<file path="config.mk">
export PLATFORM = sky130hd
export DESIGN_NAME = aes_spi_sequencer
export DESIGN_NICKNAME = d
export VERILOG_FILES = /design/src/rtl/aes_spi_sequencer.sv
export SDC_FILE = /design/constraint.sdc
export NUM_CORES = 1
export LEC_CHECK = 0
export BUFFER_PORTS_ARGS = -buffer_cell sky130_fd_sc_hd__buf_2
export CAP_MARGIN = 30
export CORE_AREA = 2 2 356 358
export CTS_CLUSTER_DIAMETER = 40
export DETAILED_ROUTE_END_ITERATION = 12
export DIE_AREA = 0 0 358 360
export PLACE_DENSITY = 0.47
export SLEW_MARGIN = 20
export SYNTH_ARGS = -nofsm -noshare
export SYNTH_HDL_FRONTEND = slang
export SYNTH_SLANG_ARGS = --single-unit
</file>
<file path="constraint.sdc">
create_clock -name clk -period 2.5 [get_ports clk]
set_input_delay 0.375 -clock clk [delete_from_list [all_inputs] [get_ports clk]]
set_output_delay 0.375 -clock clk [all_outputs]
set_load 0.02 [all_outputs]
</file>
<file path="src/rtl/aes_spi_sequencer.sv">
// Host-side sequencer that drives SPI_Main through one AES decrypt on the AES_Dencrypt slave:
// an optional key frame, then a ciphertext frame, then a readback frame that returns the plaintext.
module aes_spi_sequencer #(
  parameter int START_CYCLES   = 2,
  parameter int GAP_CYCLES     = 16,
  parameter int TIMEOUT_CYCLES = 4096
) (
  input  logic         clk,
  input  logic         rst_n,
  input  logic         req,
  input  logic [1:0]   key_size,
  input  logic [255:0] key,
  input  logic [127:0] data_in,
  output logic         busy,
  output logic         done,
  output logic         error,
  output logic [127:0] result,
  output logic         spi_start,
  output logic [257:0] spi_tx,
  input  logic [127:0] spi_rx,
  input  logic         spi_done
);

  localparam int MAX_AB  = (TIMEOUT_CYCLES > GAP_CYCLES) ? TIMEOUT_CYCLES : GAP_CYCLES;
  localparam int CNT_MAX = (MAX_AB > START_CYCLES) ? MAX_AB : START_CYCLES;
  localparam int CW      = ($clog2(CNT_MAX + 1) > 13) ? $clog2(CNT_MAX + 1) : 13;

  localparam logic [CW-1:0] START_LAST   = CW'(START_CYCLES - 1);
  localparam logic [CW-1:0] GAP_LAST     = CW'(GAP_CYCLES - 1);
  localparam logic [CW-1:0] TIMEOUT_LAST = CW'(TIMEOUT_CYCLES - 1);

  typedef enum logic [2:0] {
    S_IDLE,
    S_CHECK,
    S_TX,
    S_WAIT,
    S_GAP,
    S_FINISH,
    S_ABORT
  } state_t;

  typedef enum logic [1:0] {
    PH_KEY,
    PH_MSG,
    PH_READ
  } phase_t;

  state_t         state_q, state_d;
  phase_t         phase_q, phase_d;
  logic [CW-1:0]  cnt_q, cnt_d;
  logic           got_done_q, got_done_d;
  logic           accept;
  logic           complete;
  logic           xfer_done;
  logic           key_match;

  logic [1:0]     ks_q;
  logic [255:0]   key_q;
  logic [127:0]   data_q;
  logic [1:0]     cache_ks;
  logic [255:0]   cache_key;
  logic           key_loaded;
  logic [127:0]   result_q;

  assign key_match = (ks_q == cache_ks) && (key_q == cache_key);
  assign xfer_done = spi_done && ((state_q == S_TX) || (state_q == S_WAIT));

  // The counter starts at the first spi_start cycle and keeps running through WAIT,
  // so the same count serves both the start burst length and the transfer timeout.
  always_comb begin
    state_d    = state_q;
    phase_d    = phase_q;
    cnt_d      = cnt_q + CW'(1);
    got_done_d = got_done_q;
    accept     = 1'b0;
    complete   = 1'b0;
    unique case (state_q)
      S_IDLE: begin
        cnt_d      = '0;
        got_done_d = 1'b0;
        if (req) begin
          accept  = 1'b1;
          state_d = S_CHECK;
        end
      end
      S_CHECK: begin
        cnt_d = '0;
        if (ks_q == 2'b11) begin
          state_d = S_ABORT;
        end else if (key_loaded && key_match) begin
          phase_d = PH_MSG;
          state_d = S_TX;
        end else begin
          phase_d = PH_KEY;
          state_d = S_TX;
        end
      end
      S_TX: begin
        if (spi_done) got_done_d = 1'b1;
        if (cnt_q == START_LAST) begin
          if (got_done_q || spi_done) complete = 1'b1;
          else                        state_d  = S_WAIT;
        end
      end
      S_WAIT: begin
        if (spi_done)                   complete = 1'b1;
        else if (cnt_q == TIMEOUT_LAST) state_d  = S_ABORT;
      end
      S_GAP: begin
        if (cnt_q == GAP_LAST) begin
          state_d = S_TX;
          cnt_d   = '0;
        end
      end
      S_FINISH: state_d = S_IDLE;
      S_ABORT:  state_d = S_IDLE;
      default:  state_d = S_IDLE;
    endcase

    if (complete) begin
      cnt_d      = '0;
      got_done_d = 1'b0;
      unique case (phase_q)
        PH_KEY: begin
          phase_d = PH_MSG;
          state_d = (GAP_CYCLES == 0) ? S_TX : S_GAP;
        end
        PH_MSG: begin
          phase_d = PH_READ;
          state_d = (GAP_CYCLES == 0) ? S_TX : S_GAP;
        end
        default: state_d = S_FINISH;
      endcase
    end
  end

  always_ff @(posedge clk or negedge rst_n) begin
    if (!rst_n) begin
      state_q    <= S_IDLE;
      phase_q    <= PH_KEY;
      cnt_q      <= '0;
      got_done_q <= 1'b0;
      ks_q       <= '0;
      key_q      <= '0;
      data_q     <= '0;
      cache_ks   <= '0;
      cache_key  <= '0;
      key_loaded <= 1'b0;
      result_q   <= '0;
    end else begin
      state_q    <= state_d;
      phase_q    <= phase_d;
      cnt_q      <= cnt_d;
      got_done_q <= got_done_d;
      if (accept) begin
        ks_q   <= key_size;
        key_q  <= key;
        data_q <= data_in;
      end
      if (xfer_done && (phase_q == PH_KEY)) begin
        cache_ks   <= ks_q;
        cache_key  <= key_q;
        key_loaded <= 1'b1;
      end
      if (xfer_done && (phase_q == PH_READ)) result_q <= spi_rx;
      // After an illegal size or a timeout the slave's key state cannot be trusted.
      if (state_q == S_ABORT) key_loaded <= 1'b0;
    end
  end

  always_comb begin
    spi_tx = '0;
    if ((state_q == S_TX) || (state_q == S_WAIT)) begin
      unique case (phase_q)
        PH_KEY:  spi_tx = {ks_q, key_q};
        PH_MSG:  spi_tx = {130'b0, data_q};
        default: spi_tx = '0;
      endcase
    end
  end

  assign busy      = (state_q == S_CHECK) || (state_q == S_TX) ||
                     (state_q == S_WAIT)  || (state_q == S_GAP);
  assign done      = (state_q == S_FINISH);
  assign error     = (state_q == S_ABORT);
  assign spi_start = (state_q == S_TX);
  assign result    = result_q;

endmodule

</file>
==> results of run 1 <==
==> cells in the mapped netlist, types with 24 or more instances <==
cell type	n	area (um^2)
a2111o_1	28	315
and2_1	108	676
buf_2	53	265
clkbuf_1	87	327
dfrtp_1	792	19800
inv_1	96	360
mux2_2	680	7660
mux2i_1	128	1280
nand2_1	104	390
nand2b_1	46	288
nand4_1	28	175
nor2_1	150	563
nor2b_1	90	563
nor3_1	24	120
nor4_1	36	225
o21ai_0	91	455
o22ai_1	33	206
xnor2_1	84	736
xor2_1	57	499
==> state kept, by name, summed over array words and instances (netlist names) <==
name and flops:
cnt_q 13, key_q 256, cache_ks 2, got_done_q 1
phase_q 2, key_loaded 1, cache_key 256, state_q 3
ks_q 2, result 128, data_q 128
==> stage by stage <==
step                      hold slack [ns]  utilization  worst slack, ns  cell area, um^2  instances
after floorplan                    0.0794            -           0.0718            35600       2792
after global placement              0.302        0.352           -0.553            44000       5453
after detailed placement            0.289        0.352           -0.527            44000       5453
after CTS                         0.00517        0.458           -0.339            57200       6318
after global routing              0.00128        0.464           -0.309            58000       6328
final                              0.0376        0.464           -0.242            58000       6330
==> layout make-up <==
cell class              count  area (um^2)  area share
repair buffers           1735        14400       0.249
well taps                1650         2060      0.0356
clock buffers             207         4430      0.0763
flip-flops and latches    792        19800       0.342
clock inverters            81         1040      0.0179
multi-input cells        1759        15900       0.273
inverters                  96          360     0.00621
diodes                     10         25.0    0.000431
==> path summary, 6_finish.rpt <==
check / from / endpoint / slack, ns
max: state_q[1]$_DFFE_PN0P_ / spi_tx[30] / -0.24
min: key[124] / key_q[124]$_DFFE_PN0P_ / 0.04
max reg2reg: key_q[142]$_DFFE_PN0P_ / phase_q[0]$_DFF_PN0_ / -0.07
min reg2reg: result[19]$_DFFE_PN0P_ / result[19]$_DFFE_PN0P_ / 0.49
max in group asynchronous: rst_n / key_q[139]$_DFFE_PN0P_ / 1.35
min in group asynchronous: rst_n / data_q[76]$_DFFE_PN0P_ / 0.11
==> metal layers <==
layer | global-route usage | vias up
met4 | 0.0741 | 14
met2 | 0.427 | 894
met3 | 0.0525 | 241
met1 | 0.350 | 15300
met5 | 0 | -
li1 | - | 13300
==> critical path, delay by kind of cell (launching register included) <==
family                 cells  cell delay, ns
buffers and inverters      4            0.91
and+or+nand+nor            3            0.31
DFF                        1            0.38
==> cell families after synthesis <==
family | count (synthesis) | synth area share
buffers and inverters | 241 | 0.0278
AND/OR/NAND/NOR | 613 | 0.0903
AO/OA/AOI/OAI | 195 | 0.0377
flip-flops | 792 | 0.557
multiplexers | 808 | 0.251
XOR/XNOR | 141 | 0.0347
adder cells (fa/ha/maj) | 2 | 0.000704
==> repair_timing <==
| item | 4_1_cts | 5_1_grt |
|---|---|---|
| cloned | 30 | 4 |
| pin swaps | 30 | 24 |
| setup buffers | 33 | 6 |
| hold buffers | 514 | 0 |
| endpoints found under the setup margin | 261 | 261 |
| hold endpoints to repair | 968 | 0 |
| resized for setup | 421 | 247 |
==> cells in the final DEF, fill, tap and decap left out, types with 29 or more instances in the layout <==
cell type,instances
o22ai_1,33
buf_6,118
mux2i_1,88
buf_2,689
buf_16,29
nand2b_1,44
mux2_2,680
nor2b_1,89
and2_1,38
and2_4,70
xor2_1,56
buf_12,51
inv_1,96
dfrtp_1,788
clkbuf_16,163
nand2_1,103
nor2_1,101
o21ai_0,91
nor4_1,31
xnor2_1,81
buf_4,318
dlygate4sd3_1,514
==> power by group through the flow <==
stage | logic, uW | registers [uW] | clock network [uW]
final | 43600 | 24900 | 21700
after global routing | 45700 | 25800 | 22800
after CTS | 42400 | 24800 | 22100
after detailed placement | 35300 | 24800 | 0
after global placement | 35300 | 24600 | 0
after floorplan | 18300 | 24200 | 0
==> metrics, run 1 <==
Post-synth EDFFs 0; Synth Cell Area 35600 um^2; Critical Path Sink Type output pin; detailed placement HPWL roughly 130000 um; switching power about 36000 uW; Mapped Nets 3312; pin count of the biggest net entering global routing ~110; core area 125000 um^2; Filler cells about 12000; P_leak 0.0262 uW; Pwr Density 1560 nW/um^2; max_cap viols 0; Seq/Total Area, Yosys 0.557; total CTS buffers between 150 and 200; wl on met1 between 70000 and 80000 um; clock tree sinks ~790; Residual DRC 0; max-slew violations 0; DR top layer met5; Rel. slew slack 0.336; YS warnings 0; failing checks negative setup slack; Seq pwr share 0.276; Clock Path Buffers 3; total power roughly 90000 uW; Combinational Power Share 0.483; Nets 5060; Hold Path Cell Cnt 2; Int Power between 50000 and 60000 uW; Syn Area/Cell around 13 um^2; vias in the first global route 31500; Clk pwr share 0.241; Iteration-0 DRC Markers 1880; final hold viol count 0; run status complete, but fails checks; antenna violations before repair 23; RSZ-0062 raised after global routing true; critical path data required time about 2.1 ns; Setup WS post-layout -0.242 ns; layout cell share with drive strength beyond 1 0.507; Total GRT Usage 0.262; R2R cell count 6; antenna viol nets, final 0; drt first pass iters 7; vias between 20000 and 30000; clock-pin slew on the worst setup and hold paths ~0.050 ns; Synth cell types 48; first-pass GRT wire length around 240000 um; IO Pins approximately 910; Hold Path Class primary input to register; Main synth FF type dfrtp_1; critical-path cell list buf_6, nor2b_4, nand2b_4, buf_4, bufbuf_16, nor2_1, buf_2; IO buf count approximately 910; final wirelength about 170000 um; H-Tree Depth 4; share of flip-flops with an asynchronous set or reset 1.00; Die H roughly 360 um; Avg Vias per Cell approximately 4.7; Rows 130; Max VDD drop roughly 800 uV; part of the cycle the worst path needs 1.10; Final setup viols 256; routed length per placed instance approximately 27 um; f_max roughly 360 MHz; Synth Register Bits between 700 and 800; Synth Instances between 2000 and 3000; DIE WIDTH about 360 um; Initial Util 0.285; routability cong. 0.878; Final min period around 2.7 ns; worst path arrival time approximately 2.4 ns; final setup TNS -34.79 ns; met2 wire length around 80000 um; Max FO, Critical Path 11; Skew-Pair Late Insertion Delay 0.77 ns; CTS tree yes; Setup Crit Path Kind register to output pin; critical path's largest stage delay 0.38 ns; CP max stage cell dfrtp_1; clk_skew roughly 0.027 ns; Die ar. 129000 um^2; Slew @ Worst Pin a little under 1 ns; root buffer cell clkbuf_16; Worst setup SP type register; Sw Ratio 0.400; Area Overhead vs Synth 63.2%; routed length on met3 between 8000 and 9000 um; Remaining Overflow, GRT 0
Power figures use the tool's default switching activity.
==> run 2: changes to the inputs <==
GPL_TIMING_DRIVEN = 0   (was not set)
==> run 2 against run 1 <==
Net effect:
- the run still ends with negative setup slack left
- clock power rose by 6%
- critical path depth rose by 3
- via count down 1.5%
- design area is 5.4% lower
- clock skew up 0.0094 ns
- sequential share of layout area up 1.9 points
- non-clock buffer count is 129 lower
- global-route usage is 0.75 points lower
- largest cell class unchanged
==> metrics, run 2 (synthesis gave the netlist of run 1 again) <==
Setup WS post-layout -0.417 ns (-0.175 ns); pin count of the biggest net entering global routing 128 (+21%); max-slew violations 0 (unchanged); Max VDD drop 772 uV (-3.1%); clk_skew 0.0367 ns (+0.00941 ns); CTS tree yes; IO buf count 907 (unchanged); commonest non-fill, non-tap cell in the layout buf_2; DR top layer met5; Skew-Pair Late Insertion Delay 0.77 ns (about the same); wl on met1 74200 um (-2.7%); Inst Count DP 5367 (-1.6%); flop-to-flop setup slack -0.28 ns (-0.21 ns); r2r endpoint cache_key[122]$_DFFE_PN0P_; R2R cell count 5 (-1); Setup Crit Path Kind register to output pin; run status complete, but fails checks; clock tree sinks 792 (unchanged); RR Startpoint phase_q[0]$_DFF_PN0_; Final min period 2.92 ns (+0.175 ns); final wirelength 167000 um (-2.9%); RSZ-0062 raised after global routing true; antenna violations before repair 23 (unchanged); routed length per placed instance 26.9 um (-1.0%); Die ar. 129000 um^2 (unchanged); part of the cycle the worst path needs 1.17 (+0.0700); Iteration-0 DRC Markers 1810 (-3.7%); vias 29300 (-1.5%); Nets 4935 (-2.5%); worst path arrival time 2.54 ns (+0.17 ns); post-route cell area 54900 um^2 (-5.4%); routed length on met3 9960 um (+15%); core area 125000 um^2 (unchanged); critical path data required time 2.12 ns (about the same); antenna viol nets, final 0 (unchanged); drt first pass iters 6 (-1); Clock Path Buffers 3 (unchanged); Slew @ Worst Pin 0.967 ns (-0.0254 ns); met2 wire length 79100 um (-3.9%); Hold Path Class primary input to async pin; f_max 343 MHz (-6.0%); root buffer cell clkbuf_16; Rel. slew slack 0.353 (+0.0170); Reg area 19800 um^2 (about the same); Non-Filler Instances 6210 (-1.9%); vias in the first global route 30200 (-4.1%); H-Tree Depth 4 (unchanged); DIE WIDTH 358 um (unchanged); Final setup viols 630 (+150%); Critical Path Sink Type output pin; Avg Vias per Cell 4.72 (+0.37%); P_leak 0.0251 uW (-4.1%); detailed placement HPWL 130000 um (+3.8%); Rows 130 (unchanged); clock-pin slew on the worst setup and hold paths 0.05 ns (about the same); Remaining Overflow, GRT 0 (unchanged); final hold viol count 0 (unchanged); max_cap viols 0 (unchanged); IO Pins 908 (unchanged); first-pass GRT wire length 230000 um (-3.2%); Max FO, Critical Path 6 (-5); Worst setup SP type register; Regs by FF count cache_key: 256 flops, key_q: 256 flops; Initial Util 0.285 (unchanged); Die H 360 um (unchanged); failing checks negative setup slack; routability cong. 0.917 (+4.4%); Residual DRC 0 (unchanged); commonest cells after routing, fill and taps aside 897 x buf_2, 783 x dfrtp_1, 680 x mux2_2, 516 x dlygate4sd3_1, 176 x clkbuf_16; layout cell share with drive strength beyond 1 0.460 (-0.0471); Pwr Density 1530 nW/um^2 (-1.6%); Total GRT Usage 0.254 (-0.00755); Filler cells 11900 (+2.8%); total CTS buffers 160 (+2.6%); multi-input logic area 15200 um^2 (-4.2%); Area Overhead vs Synth 54.4%; placed cell area 42500 um^2 (-3.2%)
-- run 2: metrics by stage --
stage / hold slack (ns) / worst slack, ns / total power, uW / setup TNS [ns] / util
floorplan: 0.0794 / 0.0718 / 42500 / 0 / -
global placement: 0.480 / -18.06 / 57400 / - / 0.338
detailed placement: 0.278 / -1.92 / 58000 / -529.53 / 0.341
CTS: 0.0645 / -0.505 / 83900 / -153.11 / 0.436
global route: 0.111 / -0.517 / 88000 / -191.11 / 0.440
finish: 0.100 / -0.417 / 84000 / -121.48 / 0.440
-- run 2: cell type report --
class / instances / area share
Antenna cell: 12 / 0.000547
Buffer: 142 / 0.0189
Clock buffer: 214 / 0.0835
Clock inverter: 81 / 0.0220
Multi-Input combinational cell: 1759 / 0.277
Sequential cell: 792 / 0.361
Timing Repair Buffer: 1464 / 0.193
Inverter: 96 / 0.00656
Tap cell: 1650 / 0.0376
-- run 2: power breakdown --
group	switching, uW	total [uW]	internal (uW)	leakage (uW)
clock network	7550	23000	15500	0.00280
logic	19200	34600	15400	0.0128
registers	7100	26400	19300	0.00954
-- run 2: what timing repair did --
item / CTS / global route
pin swaps: 4 / 15
endpoints found under the setup margin: 1022 / 830
resized for setup: 234 / 83
hold endpoints to repair: 736 / 0
cloned: 2 / 1
buffers inserted: 16 / 5
hold buffers: 516 / 0
-- run 2: worst max path at each step --
stage                                 startpoint                     end  slack, ns  cells past startpoint
after CTS                 state_q[1]$_DFFE_PN0P_             spi_tx[251]      -0.50                     10
after floorplan           state_q[2]$_DFFE_PN0P_             spi_tx[235]       0.07                      8
after global routing      state_q[1]$_DFFE_PN0P_             spi_tx[251]      -0.52                     10
after detailed placement  state_q[2]$_DFFE_PN0P_             spi_tx[240]      -1.92                      9
after global placement                     rst_n  key_q[137]$_DFFE_PN0P_     -18.06                      1
final                     state_q[1]$_DFFE_PN0P_             spi_tx[251]      -0.42                     10
-- run 2: layer usage --
layer,vias to the layer above,global-route usage
met5,-,0
met4,12,0.0620
met3,194,0.0506
met2,966,0.414
met1,15100,0.345
li1,13100,-
-- run 2: critical path: stages (launching register included) --
cell	delay, ns
dfrtp_1	0.33
buf_6	0.11
nor2b_4	0.17
nand2b_4	0.15
nor2_4	0.14
buf_12	0.15
clkbuf_16	0.15
clkbuf_16	0.15
buf_12	0.13
and2_4	0.15
buf_8	0.13
